## src/rtl/kmer_window_buffer_pkg.sv

```systemverilog
// kmer_window_buffer_pkg
//   Shared constants and types for the k-mer window buffer that feeds the
//   minhash k-mer hasher.
//   Optional build macro used by the top: KMER_WINDOW_SKIP_N_EN.
package kmer_window_buffer_pkg;

   localparam int KMER_BUFFER_HASHER_BASE_BITS   = 4;
   localparam int KMER_BUFFER_HASHER_GENOME_BTYE = 2 * KMER_BUFFER_HASHER_BASE_BITS;
   localparam int KMER_BUFFER_HASHER_KMER_LEN    = 8;

   localparam int KMER_WINDOW_BASES = 2 * KMER_BUFFER_HASHER_KMER_LEN;
   localparam int KMER_POS_W        = 16;
   localparam logic [KMER_BUFFER_HASHER_BASE_BITS-1:0] KMER_N_CODE = 4'hF;

   typedef logic [KMER_BUFFER_HASHER_BASE_BITS-1:0]                   base_t;
   typedef logic [KMER_WINDOW_BASES*KMER_BUFFER_HASHER_BASE_BITS-1:0] kmer_t;

endpackage

```

## src/rtl/kmer_window_buffer_unpacker.sv

```systemverilog
// kmer_byte_unpacker
//   Latches one genome byte (two bases) and releases it one base per cycle,
//   earlier base (high nibble) first.
//   Ports:
//     clk, rst_n          clock, async active-low reset
//     in_valid/in_ready   byte handshake; in_byte, in_last
//     base_take           consumer can take a base this cycle
//     shift               a base is consumed this cycle
//     base, base_last     current base; set on the final base of a read
module kmer_byte_unpacker
   import kmer_window_buffer_pkg::*;
#(
   parameter int BASE_LEN = KMER_BUFFER_HASHER_BASE_BITS
) (
   input  logic                  clk,
   input  logic                  rst_n,
   input  logic                  in_valid,
   output logic                  in_ready,
   input  logic [2*BASE_LEN-1:0] in_byte,
   input  logic                  in_last,
   input  logic                  base_take,
   output logic                  shift,
   output logic [BASE_LEN-1:0]   base,
   output logic                  base_last
);

   logic [2*BASE_LEN-1:0] pend_byte;
   logic [1:0]            pend_cnt;
   logic                  pend_last;
   // Holds in_ready low while in reset and for the first edge after release.
   logic                  armed;

   assign shift     = (pend_cnt != 2'd0) && base_take;
   assign base      = (pend_cnt == 2'd2) ? pend_byte[2*BASE_LEN-1:BASE_LEN]
                                         : pend_byte[BASE_LEN-1:0];
   assign base_last = pend_last && (pend_cnt == 2'd1);
   // A new byte may land in the same cycle the last pending base leaves.
   assign in_ready  = armed && ((pend_cnt == 2'd0) || ((pend_cnt == 2'd1) && shift));

   always_ff @(posedge clk or negedge rst_n) begin
      if (!rst_n) begin
         armed     <= 1'b0;
         pend_byte <= '0;
         pend_cnt  <= 2'd0;
         pend_last <= 1'b0;
      end else begin
         armed <= 1'b1;
         if (in_valid && in_ready) begin
            pend_byte <= in_byte;
            pend_cnt  <= 2'd2;
            pend_last <= in_last;
         end else if (shift) begin
            pend_cnt  <= pend_cnt - 2'd1;
         end
      end
   end

endmodule

```

## src/rtl/kmer_window_buffer.sv

```systemverilog
// kmer_window_buffer
//   Sliding window of K = 2*KMER_BYTES bases over a genome byte stream.
//   Emits one k-mer per base step with its read-relative start position.
//   Build option: KMER_WINDOW_SKIP_N_EN -- a base equal to N_CODE empties
//   the window so no k-mer containing it is ever emitted.
//   Ports:
//     clk, rst_n            clock, async active-low reset
//     in_valid/in_ready     byte handshake; in_byte ([7:4] earlier base), in_last
//     out_valid/out_ready   k-mer handshake; out_kmer (oldest base in MSBs),
//                           out_pos, out_last
//     short_read            one-cycle pulse: read ended with fewer than K bases
module kmer_window_buffer
   import kmer_window_buffer_pkg::*;
#(
   parameter int BASE_LEN   = KMER_BUFFER_HASHER_BASE_BITS,
   parameter int KMER_BYTES = KMER_BUFFER_HASHER_KMER_LEN,
   parameter int POS_W      = KMER_POS_W
`ifdef KMER_WINDOW_SKIP_N_EN
   ,
   parameter logic [BASE_LEN-1:0] N_CODE = KMER_N_CODE
`endif
) (
   input  logic                             clk,
   input  logic                             rst_n,
   input  logic                             in_valid,
   output logic                             in_ready,
   input  logic [2*BASE_LEN-1:0]            in_byte,
   input  logic                             in_last,
   output logic                             out_valid,
   input  logic                             out_ready,
   output logic [2*KMER_BYTES*BASE_LEN-1:0] out_kmer,
   output logic [POS_W-1:0]                 out_pos,
   output logic                             out_last,
   output logic                             short_read
);

   localparam int K  = 2 * KMER_BYTES;
   localparam int KW = K * BASE_LEN;
   localparam int FW = $clog2(K + 1);

   logic                shift;
   logic [BASE_LEN-1:0] base;
   logic                base_last;

   logic [FW-1:0]    fill;
   logic [POS_W-1:0] base_cnt;

   logic [KW-1:0]    new_window;
   logic [FW-1:0]    fill_inc;
   logic             full_next;
   logic [FW-1:0]    fill_d;
   logic             kmer_ok;
   logic             short_cond;
   logic [POS_W-1:0] pos_next;
   logic [POS_W-1:0] cnt_next;

   kmer_byte_unpacker #(
      .BASE_LEN (BASE_LEN)
   ) u_unpacker (
      .clk       (clk),
      .rst_n     (rst_n),
      .in_valid  (in_valid),
      .in_ready  (in_ready),
      .in_byte   (in_byte),
      .in_last   (in_last),
      .base_take (!out_valid || out_ready),
      .shift     (shift),
      .base      (base),
      .base_last (base_last)
   );

   // out_kmer doubles as the window: it is loaded with the shifted window on
   // every base step and never otherwise, so the two are always identical.
   // Stale bases left over from a previous read are harmless because fill
   // gates emission.
   assign new_window = {out_kmer[KW-BASE_LEN-1:0], base};
   assign fill_inc   = fill + FW'(1);
   assign full_next  = (fill_inc >= FW'(K));
   assign pos_next   = base_cnt + POS_W'(1) - POS_W'(K);
   assign cnt_next   = (&base_cnt) ? base_cnt : base_cnt + POS_W'(1);

   always_comb begin
      fill_d     = full_next ? FW'(K) : fill_inc;
      kmer_ok    = full_next;
      short_cond = !full_next;
`ifdef KMER_WINDOW_SKIP_N_EN
      if (base == N_CODE) begin
         fill_d  = '0;
         kmer_ok = 1'b0;
      end
      // fill restarts on N, so the read length must come from base_cnt.
      short_cond = (base_cnt < POS_W'(K - 1));
`endif
   end

   always_ff @(posedge clk or negedge rst_n) begin
      if (!rst_n) begin
         fill       <= '0;
         base_cnt   <= '0;
         out_valid  <= 1'b0;
         out_kmer   <= '0;
         out_pos    <= '0;
         out_last   <= 1'b0;
         short_read <= 1'b0;
      end else if (shift) begin
         out_valid <= kmer_ok;
         out_kmer  <= new_window;
         out_pos   <= pos_next;
         out_last  <= base_last;
         if (base_last) begin
            fill       <= '0;
            base_cnt   <= '0;
            short_read <= short_cond;
         end else begin
            fill       <= fill_d;
            base_cnt   <= cnt_next;
            short_read <= 1'b0;
         end
      end else begin
         short_read <= 1'b0;
         if (out_ready) out_valid <= 1'b0;
      end
   end

endmodule

```

## config.mk

```make
export PLATFORM = sky130hd
export DESIGN_NAME = kmer_window_buffer
export DESIGN_NICKNAME = d
export VERILOG_FILES = /design/src/rtl/kmer_window_buffer_pkg.sv /design/src/rtl/kmer_window_buffer_unpacker.sv /design/src/rtl/kmer_window_buffer.sv
export SDC_FILE = /design/constraint.sdc
export NUM_CORES = 1
export LEC_CHECK = 0
export ABC_AREA = 1
export BUFFER_PORTS_ARGS = -buffer_cell sky130_fd_sc_hd__buf_4
export CORE_MARGIN = 3
export CORE_UTILIZATION = 50
export CTS_CLUSTER_SIZE = 20
export DETAILED_ROUTE_END_ITERATION = 16
export PLACE_DENSITY = 0.8
export SLEW_MARGIN = 20
export SYNTH_ARGS = -nofsm -noshare
export SYNTH_HDL_FRONTEND = slang
export SYNTH_SLANG_ARGS = --single-unit
```

## constraint.sdc

```tcl
create_clock -name clk -period 2 [get_ports clk]
set_input_delay 0.2 -clock clk [delete_from_list [all_inputs] [get_ports clk]]
set_output_delay 0.2 -clock clk [all_outputs]
set_load 0.03 [all_outputs]
```

==> flow_metrics.tcl, run 1 <==
set metrics [dict create \
    status "completed" \
    pre_cts_ws_ps 7.46 \
    cap_violations 0 \
    fin_worst_skew_ps 8.20 \
    design.core.area_sq_um 9910 \
    avgRoutedWirePerCell_um 14.9 \
    row_count 36 \
    cts_sinks 116 \
    clk_latency_ps 520 \
    end_kind "flop" \
    crit_fanout 5 \
    hold_start "out_ready" \
    ys_top_cells_by_count "nand2_1 (257), dfrtp_1 (116), inv_1 (45)" \
    cp.arrival_ps 2320 \
    fin_ws_ps 90.2 \
    max_freq_mhz 524 \
    synthArstFlopShare_pct 100 \
    total_power_uw 14200 \
    yosysMostFrequentCell "nand2_1" \
    grt_use_total_pct 23.6 \
    ys_seq_area_share_pct 56.1 \
    r2r_cells 12 \
    gp_congestion 0.982 \
    cts_root_buf "clkbuf_8" \
    cp-start-kind "flop" \
    initial_core_util_pct 52.2 \
    cts_max_level 4 \
    final_nets 745 \
    drt_iter0_drc 425 \
    crit_chain "ha_4, nand2_4, nor2_8, xor2_4, ha_4, nand2_2, nor2_4, nand2_1, nor2_1, nand2_1, nand3_1, nand2_1" \
    regToRegStartpoint "base_cnt[1]$_DFFE_PN0P_" \
    drive_gt1_share_pct 24.8 \
    syn_inst 603 \
    antenna_found_initial 0 \
    grt_pass1_wl_um 21600 \
    die_height_um 108 \
    antenna_left 0 \
    hold-path-cell-count 4 \
    worst_hold_slack_ps 56.6 \
    cts_buffer_depth 2 \
    synth.largest_area_cell "dfrtp_1" \
    numCtsBuffers 17 \
    critPathKind "reg2reg" \
    final_area_sq_um 6920 \
    placedInstanceArea_sq_um 6170 \
    antenna_cells 0 \
    dpl.hpwl_um 8610 \
    crit_path_start "base_cnt[1]$_DFFE_PN0P_" \
    die_area_sq_um 11600 \
    hold_class "in2reg" \
    worstMarginPinSlew_ps 577 \
    ir_drop_mv 1.19 \
    dr.pass1.iters 6 \
    tritoncts "built" \
    ios 97 \
    die_w_um 108 \
    synth_ff_type "dfrtp_1" \
    drt-total-wl_um 13000 \
    period_needed_ps 1910 \
    avgSynthCellArea_sq_um 8.58 \
    via_count 4498 \
    final_util_pct 69.8 \
    synth_area_leaders "dfrtp_1 (56%), nand2_1 (19%), inv_1 (3.3%), o21ai_0 (2.9%), nand3_1 (2.4%)" \
    overflow 0 \
    synth-seq-cells 116 \
    yosysTopAreaCellShare_pct 56.1 \
    viasPerCell 5.17 \
    clkTransAtPathRegs_ps 60 \
    drv_slew 0 \
    fin_crit_sh_pct 95.5 \
    crit_required_ps 2410 \
    critPathSlowestCell "dfrtp_1" \
    reg2reg_slack_ps 90 \
    netlist_area_sq_um 5170 \
    yosysUniqueCellTypes 35 \
    first_global_vias 4403 \
    worst_path_most_repeated_cell "nand2_1" \
    relSlewSlack_pct 61.4 \
    yosys_warnings 0 \
    grt_max_degree 82 \
    io_buffers 96 \
    synth_edf_count 0 \
    p_leak_uw 0.00360 \
    hold_viol_final 0 \
    synth_nets 622 \
    drc 0 \
    max_stage_delay_ps 410 \
    power_density_nw_per_um2 2060 \
    area_delta_synth_final_pct 33.8 \
    setup_viol_count_final 0 \
]
==> repair_timing <==
item                                   in CTS  in global routing
gates resized for setup                     2                  7
setup endpoints to repair                   1                  7
pin swaps                                   0                  3
buffers inserted                            0                  2
endpoints found under the hold margin      44                  0
hold buffers                               10                  0
==> kinds of logic after synthesis <==
family	synth area share, %
muxes	1.09
DFF	56.1
and+or+nand+nor	27.6
xor gates and xnor gates	1.91
other	0.0725
adders and majority gates	1.45
AOI/OAI and AO/OA	6.58
buffers and inverters	5.18
==> per-stage QoR <==
| step | std cells | setup TNS (ps) |
|---|---|---|
| 4_1_cts | 868 | 0 |
| 3_3_place_gp | 828 | 0 |
| 2_1_floorplan | 603 | 0 |
| 3_5_place_dp | 828 | 0 |
| 6_report | 870 | 0 |
| 5_1_grt | 870 | -15.8 |
==> worst paths after layout <==
check / endpoint
setup reg to reg: out_pos[12]$_DFFE_PN0P_
setup / recovery: out_pos[12]$_DFFE_PN0P_
min in group asynchronous: base_cnt[12]$_DFFE_PN0P_
max in group asynchronous: out_kmer[25]$_DFFE_PN0P_
hold / removal: out_valid$_DFFE_PN0P_
hold reg to reg: out_pos[11]$_DFFE_PN0P_
==> where the power goes <==
part	switching (uW)	leakage (uW)	internal, uW	total [uW]
clock network	1030	0.000286	1980	3010
logic	4480	0.00186	2540	7030
registers	794	0.00145	3410	4200
total	6310	0.00360	7930	14200
==> cells in the final DEF (no fill, tap or decap), drive strengths merged, types with 2 or more instances in the layout <==
master / n
nand2: 263
dfrtp: 116
buf: 115
bufinv: 3
nor3: 2
ha: 6
clkinvlp: 2
xor2: 6
o21ai: 33
nand3: 28
a21oi: 8
clkbuf: 21
mux2: 5
nand4: 6
dlygate4sd3: 10
a31oi: 3
clkinv: 5
inv: 47
nor2: 37
o22ai: 14
==> metal layers <==
layer  global-route usage (%)  vias to the layer above  wire length, um
met3                     4.98                       15              712
li1                         -                     2146                -
met4                     7.94                        0              165
met1                     30.1                     2182             5430
met2                     40.1                      155             6680
met5                        0                        -                0
==> flip-flops by register name, summed over array words and instances (netlist names) <==
name / cells
out_kmer: 64
base_cnt: 16
out_pos: 16
u_unpacker.pend_byte: 8
fill: 5
u_unpacker.pend_cnt: 2
out_last: 1
out_valid: 1
short_read: 1
u_unpacker.armed: 1
u_unpacker.pend_last: 1
==> final cells by class <==
cell class	count	area, sq um
inverters	48	180
flip-flops and latches	116	2900
multi-input cells	418	2050
fillers	763	2990
repair buffers	125	1030
well taps	133	166
clock inverters	9	129
clock buffers	21	459
==> critical path, delay by kind of cell, from the launching register on <==
family	cells	cell delay (ps)
fa+ha+maj	2	360
simple gates	9	820
xor+xnor	1	210
flops	1	410
Power figures use the tool's default switching activity.
==> run 2, diff against run 1 <==
==> constraint.sdc (replaced) <==
create_clock -name clk -period 2 [get_ports clk]
set_input_delay 0.2 -clock clk [delete_from_list [all_inputs] [get_ports clk]]
set_output_delay 0.2 -clock clk [all_outputs]
set_load 0.05 [all_outputs]
==> run 2 against run 1 <==
Effect of this change: die area stayed put; worst hold slack better by 3.1 ps; flip-flop and latch count stayed put; cell count is 0.11% higher; register-to-register slack hardly changed; first-iteration DRC count is 9.6% higher; critical path depth stayed put; non-clock buffer count stayed put; clock skew is 2.0 ps lower.
==> flow_metrics.tcl, run 2 (synthesis gave the netlist of run 1 again) <==
set metrics [dict create \
    status "completed" \
    worst-path-buf-inv 1 \
    die_height_um 108 \
    final_util_pct 69.0 \
    fin_crit_sh_pct 95.1 \
    drc 0 \
    numCtsBuffers 17 \
    layout_common_cells "nand2_1 (254), dfrtp_1 (115), buf_4 (111)" \
    cts_sinks 116 \
    max_freq_mhz 526 \
    final_nets 745 \
    area_delta_synth_final_pct 32.3 \
    worst_path_most_repeated_cell "nand2_1" \
    max_stage_delay_ps 360 \
    cap_violations 0 \
    grt_pass1_wl_um 21100 \
    dpl.hpwl_um 8150 \
    clk_latency_ps 510 \
    drive_gt1_share_pct 25.5 \
    setup_viol_count_final 0 \
    grt_use_total_pct 23.0 \
    clkTransAtPathRegs_ps 60 \
    cts_max_level 4 \
    fillCellCount 742 \
    largest_reg_flops 64 \
    antenna_found_initial 0 \
    drv_slew 0 \
    end_kind "flop" \
    design.core.area_sq_um 9910 \
    gp_congestion 0.882 \
    multiInputGateArea_sq_um 2060 \
    row_count 36 \
    largestRegisters "out_kmer: 64 flops, base_cnt: 16 flops, out_pos: 16 flops" \
    die_w_um 108 \
    first_global_vias 4417 \
    antenna_cells 0 \
    hold_class "in2reg" \
    die_area_sq_um 11600 \
    fin_worst_skew_ps 6.20 \
    critPathSlowestCell "dfrtp_1" \
    period_needed_ps 1900 \
    final_common_cell "nand2_1" \
    critPathKind "reg2reg" \
    cts_root_buf "clkbuf_8" \
    cts_buffer_depth 2 \
    grt_max_degree 56 \
    hold_viol_final 0 \
    avgRoutedWirePerCell_um 14.9 \
    regArea_sq_um 2900 \
    viasPerCell 5.21 \
    initial_core_util_pct 52.2 \
    crit_required_ps 2400 \
    worst_hold_slack_ps 59.7 \
    drt-total-wl_um 12900 \
    ios 97 \
    drt_iter0_drc 466 \
    overflow 0 \
    top_register "out_kmer" \
    dr.pass1.iters 7 \
    crit_fanout 5 \
    via_count 4542 \
    cp.arrival_ps 2300 \
    crit_chain "buf_4, nand3_2, nor2_4, xor2_4, ha_4, nand2_2, nor2_4, nand2_1, nor2_1, nand2_1, nand3_1, nand2_1" \
    io_buffers 96 \
    cp-start-kind "flop" \
    path_delay_family "simple AND/OR/NAND/NOR gates" \
    antenna_left 0 \
    tritoncts "built" \
]
## run 2: final timing paths
kind	start	to	slack (ps)	cells past startpoint
worst max-delay path	base_cnt[0]$_DFFE_PN0P_	out_pos[12]$_DFFE_PN0P_	100	12
worst min-delay path	out_ready	out_valid$_DFFE_PN0P_	60	4
worst max register to register	base_cnt[0]$_DFFE_PN0P_	out_pos[12]$_DFFE_PN0P_	100	12
worst min register to register	out_pos[2]$_DFFE_PN0P_	out_pos[2]$_DFFE_PN0P_	490	2
max in group asynchronous	rst_n	out_kmer[42]$_DFFE_PN0P_	1270	3
min in group asynchronous	rst_n	out_kmer[62]$_DFFE_PN0P_	140	2
## run 2: worst min-delay path, stage by stage
cell and delay [ps]:
buf_4 80, inv_1 30, nand2_1 110, o21ai_0 100
## run 2: cell type report
type | instances | area share (%)
multi-input cells | 418 | 30.2
repair buffers | 125 | 14.7
flip-flops and latches | 116 | 42.5
well taps | 133 | 2.43
clock inverters | 14 | 1.57
inverters | 48 | 2.63
clock buffers | 17 | 6.06
## run 2: metrics by stage
step | instances | setup TNS (ps) | setup slack (ps) | area (sq um)
after global routing | 871 | -80.6 | -30.7 | 6840
final | 871 | 0 | 98.8 | 6840
after global placement | 825 | 0 | 117 | 6130
after detailed placement | 825 | 0 | 30.2 | 6130
after floorplan | 603 | 0 | 82.4 | 5180
after CTS | 866 | 0 | 19.4 | 6750
## run 2: repair_timing
| action | 4_1_cts | 5_1_grt |
|---|---|---|
| endpoints found under the hold margin | 125 | 0 |
| pin swaps | 0 | 9 |
| setup buffers | 0 | 5 |
| resized for setup | 1 | 12 |
| endpoints found under the setup margin | 1 | 5 |
| hold buffers | 10 | 0 |
## run 2: layer usage
metal	wire length, um	global-route usage (%)
met1	5500	30.6
met2	6510	36.8
met3	737	5.46
met4	200	8.48
met5	0	0
Power of run 2 is not shown: default switching activity piles up to over one toggle a cycle in this logic, so the estimate is an artifact.
